### config.mk
export PLATFORM = sky130hd
export DESIGN_NAME = demod_sequencer
export DESIGN_NICKNAME = d
export VERILOG_FILES = /design/src/rtl/demod_defs.sv /design/src/rtl/seq_timer.sv /design/src/rtl/demod_sequencer.sv
export SDC_FILE = /design/constraint.sdc
export NUM_CORES = 1
export LEC_CHECK = 0
export ABC_AREA = 1
export CORE_ASPECT_RATIO = 1.4
export CORE_MARGIN = 2
export CORE_UTILIZATION = 47
export CTS_CLUSTER_SIZE = 12
export DETAILED_ROUTE_END_ITERATION = 12
export PLACE_DENSITY = 0.69
export SYNTH_ARGS = -nofsm -noshare
export SYNTH_HDL_FRONTEND = slang
export SYNTH_SLANG_ARGS = --single-unit
### constraint.sdc
create_clock -name clk -period 2.8 [get_ports clk]
set_clock_uncertainty 0.1 [all_clocks]
set_input_delay 0.56 -clock clk [delete_from_list [all_inputs] [get_ports clk]]
set_output_delay 0.56 -clock clk [all_outputs]
set_load 0.02 [all_outputs]
### src/rtl/demod_defs.sv
// Shared definitions for the demodulation sequencer and DAC output selector:
// signal-type codes, sequencer state encoding and small helpers.
package demod_defs;

  localparam logic [2:0] SIG_CW  = 3'b000;
  localparam logic [2:0] SIG_AM  = 3'b001;
  localparam logic [2:0] SIG_FM  = 3'b010;
  localparam logic [2:0] SIG_RSV = 3'b011;
  localparam logic [2:0] SIG_NA  = 3'b100;
  localparam logic [2:0] SIG_ASK = 3'b101;
  localparam logic [2:0] SIG_FSK = 3'b110;
  localparam logic [2:0] SIG_PSK = 3'b111;

  typedef enum logic [2:0] {
    ST_IDLE       = 3'd0,
    ST_MEAS       = 3'd1,
    ST_WAIT_CLASS = 3'd2,
    ST_CAL        = 3'd3,
    ST_OUT        = 3'd4,
    ST_RUN        = 3'd5
  } seq_state_e;

  // The unused classifier code 011 carries no meaning and is reported as NA.
  function automatic logic [2:0] map_class(input logic [2:0] c);
    return (c == SIG_RSV) ? SIG_NA : c;
  endfunction

  // Timer load value for a window of len cycles; a zero length behaves as one.
  function automatic logic [31:0] len_m1(input logic [31:0] len);
    return (len == 32'd0) ? 32'd0 : len - 32'd1;
  endfunction

endpackage

### src/rtl/seq_timer.sv
// Reusable 32-bit countdown timer: load a value, count down to zero without
// wrapping, and flag done while counting with the count at zero.
module seq_timer (
  input  logic        clk,
  input  logic        rst_n,
  input  logic        load_i,
  input  logic [31:0] load_val_i,
  input  logic        count_i,
  output logic        done_o
);

  logic [31:0] cnt_q;
  logic [31:0] cnt_d;

  always_comb begin
    cnt_d = cnt_q;
    if (load_i) begin
      cnt_d = load_val_i;
    end else if (count_i && (cnt_q != 32'd0)) begin
      cnt_d = cnt_q - 32'd1;
    end
  end

  always_ff @(posedge clk or negedge rst_n) begin
    if (!rst_n) begin
      cnt_q <= 32'd0;
    end else begin
      cnt_q <= cnt_d;
    end
  end

  assign done_o = count_i && (cnt_q == 32'd0);

endmodule

### src/rtl/demod_sequencer.sv
// Sequences measurement, classification, AGC/DC calibration and output of the
// decided modulation type; all outputs are registered.
module demod_sequencer
  import demod_defs::*;
#(
  parameter logic [31:0] MEAS_LEN      = 32'd100000,
  parameter logic [31:0] CAL_LEN       = 32'd50000,
  parameter logic [31:0] CLASS_TIMEOUT = 32'd200000,
  parameter logic [31:0] REFRESH_LEN   = 32'd0
) (
  input  logic       clk,
  input  logic       rst_n,
  input  logic       enable,
  input  logic       restart,
  input  logic       class_valid,
  input  logic [2:0] class_type,
  output logic       meas_trigger,
  output logic       cal_trigger,
  output logic       out_trigger,
  output logic [2:0] signal_type,
  output logic       busy,
  output logic       timeout
);

  seq_state_e  state_q, state_d;
  logic        meas_q, meas_d;
  logic        cal_q, cal_d;
  logic        out_q, out_d;
  logic [2:0]  sig_q, sig_d;
  logic [2:0]  lat_q, lat_d;
  logic        to_q, to_d;
  logic        busy_q, busy_d;

  logic        tmr_load;
  logic [31:0] tmr_val;
  logic        tmr_count;
  logic        tmr_done;
  logic        go_meas;

  seq_timer u_timer (
    .clk        (clk),
    .rst_n      (rst_n),
    .load_i     (tmr_load),
    .load_val_i (tmr_val),
    .count_i    (tmr_count),
    .done_o     (tmr_done)
  );

  // Priority: enable low, then restart, then the per-state rules.
  always_comb begin
    state_d   = state_q;
    meas_d    = 1'b0;
    cal_d     = 1'b0;
    out_d     = 1'b0;
    sig_d     = sig_q;
    lat_d     = lat_q;
    to_d      = to_q;
    tmr_load  = 1'b0;
    tmr_val   = 32'd0;
    tmr_count = 1'b0;
    go_meas   = 1'b0;

    if (!enable) begin
      state_d = ST_IDLE;
      sig_d   = SIG_NA;
    end else if (restart && (state_q != ST_IDLE)) begin
      go_meas = 1'b1;
    end else begin
      case (state_q)
        ST_IDLE: go_meas = 1'b1;
        ST_MEAS: begin
          tmr_count = 1'b1;
          if (tmr_done) begin
            state_d  = ST_WAIT_CLASS;
            tmr_load = 1'b1;
            tmr_val  = len_m1(CLASS_TIMEOUT);
          end
        end
        ST_WAIT_CLASS: begin
          tmr_count = 1'b1;
          if (class_valid) begin
            lat_d    = map_class(class_type);
            state_d  = ST_CAL;
            cal_d    = 1'b1;
            tmr_load = 1'b1;
            tmr_val  = len_m1(CAL_LEN);
          end else if (tmr_done) begin
            lat_d   = SIG_NA;
            to_d    = 1'b1;
            state_d = ST_OUT;
            out_d   = 1'b1;
            sig_d   = SIG_NA;
          end
        end
        ST_CAL: begin
          tmr_count = 1'b1;
          if (tmr_done) begin
            state_d = ST_OUT;
            out_d   = 1'b1;
            sig_d   = lat_q;
          end
        end
        ST_OUT: begin
          state_d  = ST_RUN;
          tmr_load = 1'b1;
          tmr_val  = len_m1(REFRESH_LEN);
        end
        ST_RUN: begin
          if (REFRESH_LEN != 32'd0) begin
            tmr_count = 1'b1;
            if (tmr_done) begin
              go_meas = 1'b1;
            end
          end
        end
        default: state_d = ST_IDLE;
      endcase
    end

    if (go_meas) begin
      state_d  = ST_MEAS;
      meas_d   = 1'b1;
      sig_d    = SIG_NA;
      lat_d    = SIG_NA;
      to_d     = 1'b0;
      tmr_load = 1'b1;
      tmr_val  = len_m1(MEAS_LEN);
    end

    busy_d = !((state_d == ST_IDLE) || (state_d == ST_RUN));
  end

  always_ff @(posedge clk or negedge rst_n) begin
    if (!rst_n) begin
      state_q <= ST_IDLE;
      meas_q  <= 1'b0;
      cal_q   <= 1'b0;
      out_q   <= 1'b0;
      sig_q   <= SIG_NA;
      lat_q   <= SIG_NA;
      to_q    <= 1'b0;
      busy_q  <= 1'b0;
    end else begin
      state_q <= state_d;
      meas_q  <= meas_d;
      cal_q   <= cal_d;
      out_q   <= out_d;
      sig_q   <= sig_d;
      lat_q   <= lat_d;
      to_q    <= to_d;
      busy_q  <= busy_d;
    end
  end

  assign meas_trigger = meas_q;
  assign cal_trigger  = cal_q;
  assign out_trigger  = out_q;
  assign signal_type  = sig_q;
  assign busy         = busy_q;
  assign timeout      = to_q;

endmodule

== Yosys cells after proc, flatten, opt, wreduce, memory -nomap -nowiden ==
Index checks and enable logic that the tools add are counted.

* Register bits after elaboration: 46
* Output and inout port bits: 8
* Word-level logic and storage cells: 98

* $add $sub $neg: 1
* Eq/ne operators: 14
* Multiplexer cells: 54
* Reduce and logical (&&, ||, !) cells: 20

{| class="wikitable"
|+ Operator list
! operator !! count
|-
| two-way mux 32 bit || 3
|-
| two-way mux 18 bit || 3
|-
| two-way mux 3 bit || 18
|-
| case mux 18 bit (2 select lines) || 1
|-
| logical NOT 32 bit || 1
|-
| nonzero test 32 bit || 1
|-
| subtractor 32 x 1 -> 32 bit, second input constant || 1
|-
| two-way mux 1 bit || 24
|-
| two-way mux 16 bit || 1
|-
| case mux 3 bit (5 select lines) || 1
|-
| inequality test 4 bit, second input constant || 3
|-
| AND reduction 5 bit || 2
|-
| == test 3 x 2 -> 1 bit, second input constant || 3
|-
| == test 3 bit, second input constant || 3
|-
| nonzero test 2 bit || 4
|-
| logical NOT 3 bit || 2
|-
| case mux 3 bit (2 select lines) || 1
|-
| nonzero test 3 bit || 2
|-
| inequality test 4 x 1 -> 1 bit, second input constant || 1
|-
| AND reduction 4 bit || 1
|-
| == test 3 x 1 -> 1 bit, second input constant || 1
|-
| logical AND 1 bit || 3
|-
| inequality test 3 bit, second input constant || 1
|-
| case mux 1 bit (3 select lines) || 1
|-
| 7 further kinds || 7
|}

== Depth between registers and ports, before layout ==
* Depth after elaboration: 15
* Depth in mapped cells: 14

== Modules after synthesis ==
A second synthesis with hierarchy kept.

* Cells, all modules: 493
* Area total of the unflattened synthesis: 3315.7 µm²

{| class="wikitable"
|+ By module, submodules not included
! module !! times used !! cells each !! area an instance (µm²) !! sequential area each (µm²)
|-
| seq_timer || 1 || 383 || 2454.9 || 800.8
|-
| demod_sequencer || 1 || 110 || 860.8 || 352.8
|}

== Worst setup path after synthesis ==
No wires, ideal clock.

* Kind: reg2reg
* From: register u_timer.cnt_q[0]
* To: register u_timer.cnt_q[3]
* Library setup time: 0.116 ns
* Data arrival time: 1.632 ns
* Data required time: 2.584 ns
* Slack: 0.952 ns
* Cell stages (with the launch flop): 15
* Path buffers: 1
* Cells stage by stage: dfrtp_1 -> inv_1 -> ha_1 -> nand2_1 -> nor2_1 -> nand2_1 -> nor2_1 -> nand3_1 -> nand2_1 -> nand2_4 -> nand3_4 -> inv_2 -> buf_6 -> nand2_1 -> nand2_1

* Cells in the longest elaborated chain, start to end: 8
* Elaborated cells between the ends (all ways): 18
* Classes of those cells: 1 x add/sub; 12 x mux; 5 x reduce/logical

{| class="wikitable"
|+ RTL lines
! element !! RTL line !! RTL
|-
| start, declared || seq_timer.sv:12 || <nowiki>logic [31:0] cnt_q;</nowiki>
|-
| start signal, assigned || seq_timer.sv:28 || <nowiki>cnt_q <= cnt_d;</nowiki>
|-
| logical NOT 32 bit || seq_timer.sv:32 || <nowiki>assign done_o = count_i && (cnt_q == 32'd0);</nowiki>
|-
| logical AND 1 bit || seq_timer.sv:32 ||
|-
| two-way mux 1 bit / two-way mux 18 bit (equally long branches) || demod_sequencer.sv:73 || <nowiki>if (tmr_done) begin</nowiki>
|-
| case mux 1 bit (3 select lines) / case mux 18 bit (2 select lines) (equally long branches) || demod_sequencer.sv:69 || <nowiki>case (state_q)</nowiki>
|-
| two-way mux 1 bit / two-way mux 18 bit (equally long branches) || demod_sequencer.sv:66 || <nowiki>end else if (restart && (state_q != ST_IDLE)) begin</nowiki>
|-
| two-way mux 1 bit / two-way mux 18 bit (equally long branches) || demod_sequencer.sv:63 || <nowiki>if (!enable) begin</nowiki>
|-
| two-way mux 1 bit / two-way mux 32 bit (equally long branches) || demod_sequencer.sv:120 || <nowiki>if (go_meas) begin</nowiki>
|-
| two-way mux 32 bit / nonzero test 2 bit (equally long branches) || - ||
|}

Several ways; a longest one is shown, not always the timed one. The select of a mux whose other input is x is not followed.
A chain may end at the register's enable or synchronous reset.

== Worst setup path in the final report ==
* From: input port enable
* To: register u_timer.cnt_q[17]

* Cells in the longest elaborated chain, start to end: 8
* Elaborated cells between the ends (all ways): 16
* Classes of those cells: 13 x mux; 3 x reduce/logical

{| class="wikitable"
|+ RTL lines
! element !! RTL line !! RTL
|-
| start, declared || demod_sequencer.sv:13 || <nowiki>input logic enable,</nowiki>
|-
| two-way mux 1 bit || demod_sequencer.sv:63 ||
|-
| logical AND 1 bit || seq_timer.sv:32 ||
|-
| two-way mux 1 bit / two-way mux 18 bit (equally long branches) || demod_sequencer.sv:73 ||
|-
| case mux 1 bit (3 select lines) / case mux 18 bit (2 select lines) (equally long branches) || demod_sequencer.sv:69 ||
|-
| two-way mux 1 bit / two-way mux 18 bit (equally long branches) || demod_sequencer.sv:66 ||
|-
| two-way mux 1 bit / two-way mux 18 bit (equally long branches) || demod_sequencer.sv:63 ||
|-
| two-way mux 1 bit / two-way mux 32 bit (equally long branches) || demod_sequencer.sv:120 ||
|-
| two-way mux 32 bit / nonzero test 2 bit (equally long branches) || - ||
|}

Several ways; a longest one is shown, not always the timed one.

==> flow_summary.json <==
{
  "status": "finished, final reports clean",
  "tritoncts": "yes",
  "wire_per_inst_um": 13.2,
  "first_pass_iters": 4,
  "yosysWarnings": 0,
  "period_share_pct": 84.8,
  "required_ns": 2.89,
  "place_inst": 514,
  "syn_avg_cell_area_um2": 6.87,
  "ir_worst_vdd_uv": 309,
  "fin_cells": 522,
  "power.switching_mw": 0.824,
  "via_count": 2702,
  "max_slew.worst_pin.slew_ns": 0.572,
  "layout-drive-gt1-share_pct": 5.56,
  "syn_nets": 440,
  "clockPowerShare_pct": 20.2,
  "synth-seq-cells": 46,
  "async_flop_share_pct": 100,
  "grt_pass1_vias": 2743,
  "dieArea_um2": 6940,
  "cts_buffers": 5,
  "cts_resized": 0,
  "cp-start-kind": "primary input",
  "postCtsHoldBufs": 0,
  "wl_mm": 6.90,
  "synthCells": 430,
  "start_util_pct": 47.9,
  "coreArea_um2": 6170,
  "synth_cell_types": 31,
  "synthFlopType": "dfrtp_1",
  "ys_seq_area_share_pct": 39.1,
  "clock-sinks": 46,
  "power_density_nw_per_um2": 635,
  "grt_remaining_overflow": 0,
  "ant_nets": 0,
  "max_freq_mhz": 421,
  "grt_pass1_wl_mm": 12.1,
  "io_pins": 16,
  "maxSlewViolCount": 0,
  "area_delta_synth_final_pct": 10.6,
  "synth_edf_count": 0,
  "port_buffers": 15,
  "setup_viol_count_final": 0,
  "maxCapViolCount": 0,
  "antenna_found_initial": 0,
  "pwr-share-comb_pct": 37.4,
  "track_usage_pct": 21.8,
  "gp_congestion": 0.935,
  "leakagePower_nw": 1.80,
  "die_w_um": 71.0,
  "seqPwrFrac_pct": 42.4,
  "die_h_um": 97.8,
  "path_max_fanout": 18,
  "post_cts_buffers": 0,
  "clockBufferDepth": 2,
  "num_rows": 34,
  "p_int_mw": 1.25,
  "diodes": 0,
  "clk_latency_ns": 0.30,
  "drc": 0,
  "nNetsFinal": 459,
  "hold_violations": 0,
  "rsz0062_at_grt": "no",
  "fin_crit_ns": 2.37,
  "first_iter_violations": 121,
  "end_kind": "flip-flop",
  "synth.cell_area_um2": 2950,
  "sw_frac_of_total_pct": 39.7,
  "root_buffer": "clkbuf_8",
  "relSlewSlack_pct": 61.9,
  "clk_pin_slew_ns": 0.08,
  "crit_type": "in2reg",
  "routed_via_density": 5.18,
  "post-dp-hpwl_mm": 5.46,
  "crit_arrival_ns": 2.47,
  "min-delay-path-class": "in2async",
  "htree_levels": 2,
  "finalSetupTns_ns": 0,
  "grt_max_degree": 47
}
[critical path: stages]
cell	delay [ns]
clkdlybuf4s50_1	0.55
inv_2	0.09
nor4_4	0.34
nand3_1	0.19
nand2_1	0.14
nand2_4	0.15
nand3_4	0.15
inv_2	0.15
nand2_1	0.09
nand2_1	0.05
[per-layer routing]
metal  global-route usage, %  share of wire [%]  vias up
li1                        -                  -     1378
met3                    2.99                3.1       21
met1                    24.8                 41     1252
met2                    39.0                 53       51
met5                       0                  0        -
met4                    11.2                3.4        0
[power by group through the flow]
stage,registers (mW),clock network (mW),logic [mW]
final,0.880,0.418,0.777
after floorplan,0.865,0,0.604
after global placement,0.889,0,0.769
after global routing,0.896,0.462,0.897
after detailed placement,0.889,0,0.778
after CTS,0.878,0.432,0.783
[sequential cells by signal (all words and copies together), names as in the netlist]
name and flops:
out_trigger 1, state_q 3, meas_trigger 1, cal_trigger 1
u_timer.cnt_q 32, busy 1, timeout 1, signal_type 3
lat_q 3
[synthesized netlist by cell type, types with 4 or more instances]
cell | n | area (µm²)
buf_2 | 5 | 25.0
nor3_1 | 5 | 25.0
xnor2_1 | 10 | 87.6
nand4_1 | 9 | 56.3
xor2_1 | 19 | 166
inv_1 | 40 | 150
a21oi_1 | 5 | 25.0
dfrtp_1 | 44 | 1100
nor2_1 | 86 | 323
inv_2 | 4 | 15.0
o21ai_0 | 12 | 60.1
nand2_1 | 136 | 510
nand3_1 | 30 | 150
[cell usage in the layout, fill, tap and decap left out, drive strengths merged]
cell	Yosys	routed
nand2	138	138
nor2	87	87
dfrtp	44	44
inv	44	44
nand3	31	31
xor2	19	19
clkdlybuf4s50	0	14
o21ai	14	14
xnor2	10	10
nand4	9	9
clkbuf	0	7
nor3	6	6
buf	8	6
a21oi	5	5
nor4	3	3
o2111ai	2	2
nand3b	2	2
ha	2	2
dfstp	2	2
o21bai	1	1
and3	1	1
nor3b	1	1
a31oi	1	1
clkinv	0	1
[final timing paths]
check | from | end | slack (ns) | cells past startpoint
max | enable | u_timer.cnt_q[17] | 0.43 | 10
min | rst_n | u_timer.cnt_q[23] | 0.23 | 2
max reg2reg | state_q[1] | u_timer.cnt_q[17] | 0.51 | 8
min reg2reg | signal_type[1] | signal_type[1] | 0.40 | 2
max in group asynchronous | rst_n | u_timer.cnt_q[18] | 1.97 | 2
min in group clk | signal_type[1] | signal_type[1] | 0.40 | 2
[cell families after synthesis]
family | after synthesis | synth area share (%)
and+or+nand+nor | 278 | 39.9
buffers and inverters | 52 | 7.33
DFF | 46 | 39.1
xor gates and xnor gates | 29 | 8.60
AOI/OAI and AO/OA | 23 | 4.28
adders and majority gates | 2 | 0.847
[metrics by stage]
stage / total power [mW] / area, µm² / hold WS, ns / setup WS (ns) / util [%]
detailed placement: 1.67 / 3180 / 0.385 / 0.130 / 51.5
global placement: 1.66 / 3180 / 0.372 / 0.209 / 51.5
finish: 2.07 / 3270 / 0.233 / 0.426 / 53.0
CTS: 2.09 / 3270 / 0.260 / 0.450 / 53.0
floorplan: 1.47 / 2950 / 0.164 / 0.952 / -
global route: 2.26 / 3270 / 0.285 / 0.242 / 53.0
[area by class of cell]
| class | count | area [µm²] |
|---|---|---|
| fill | 623 | 2900 |
| multi-input combinational | 332 | 1580 |
| sequential | 46 | 1150 |
| timing repair buffer | 20 | 183 |
| inverter | 44 | 165 |
| tap | 72 | 90.1 |
| clock buffer | 7 | 86.3 |
| clock inverter | 1 | 5.00 |
No activity file was read; power rests on OpenSTA's default activity.
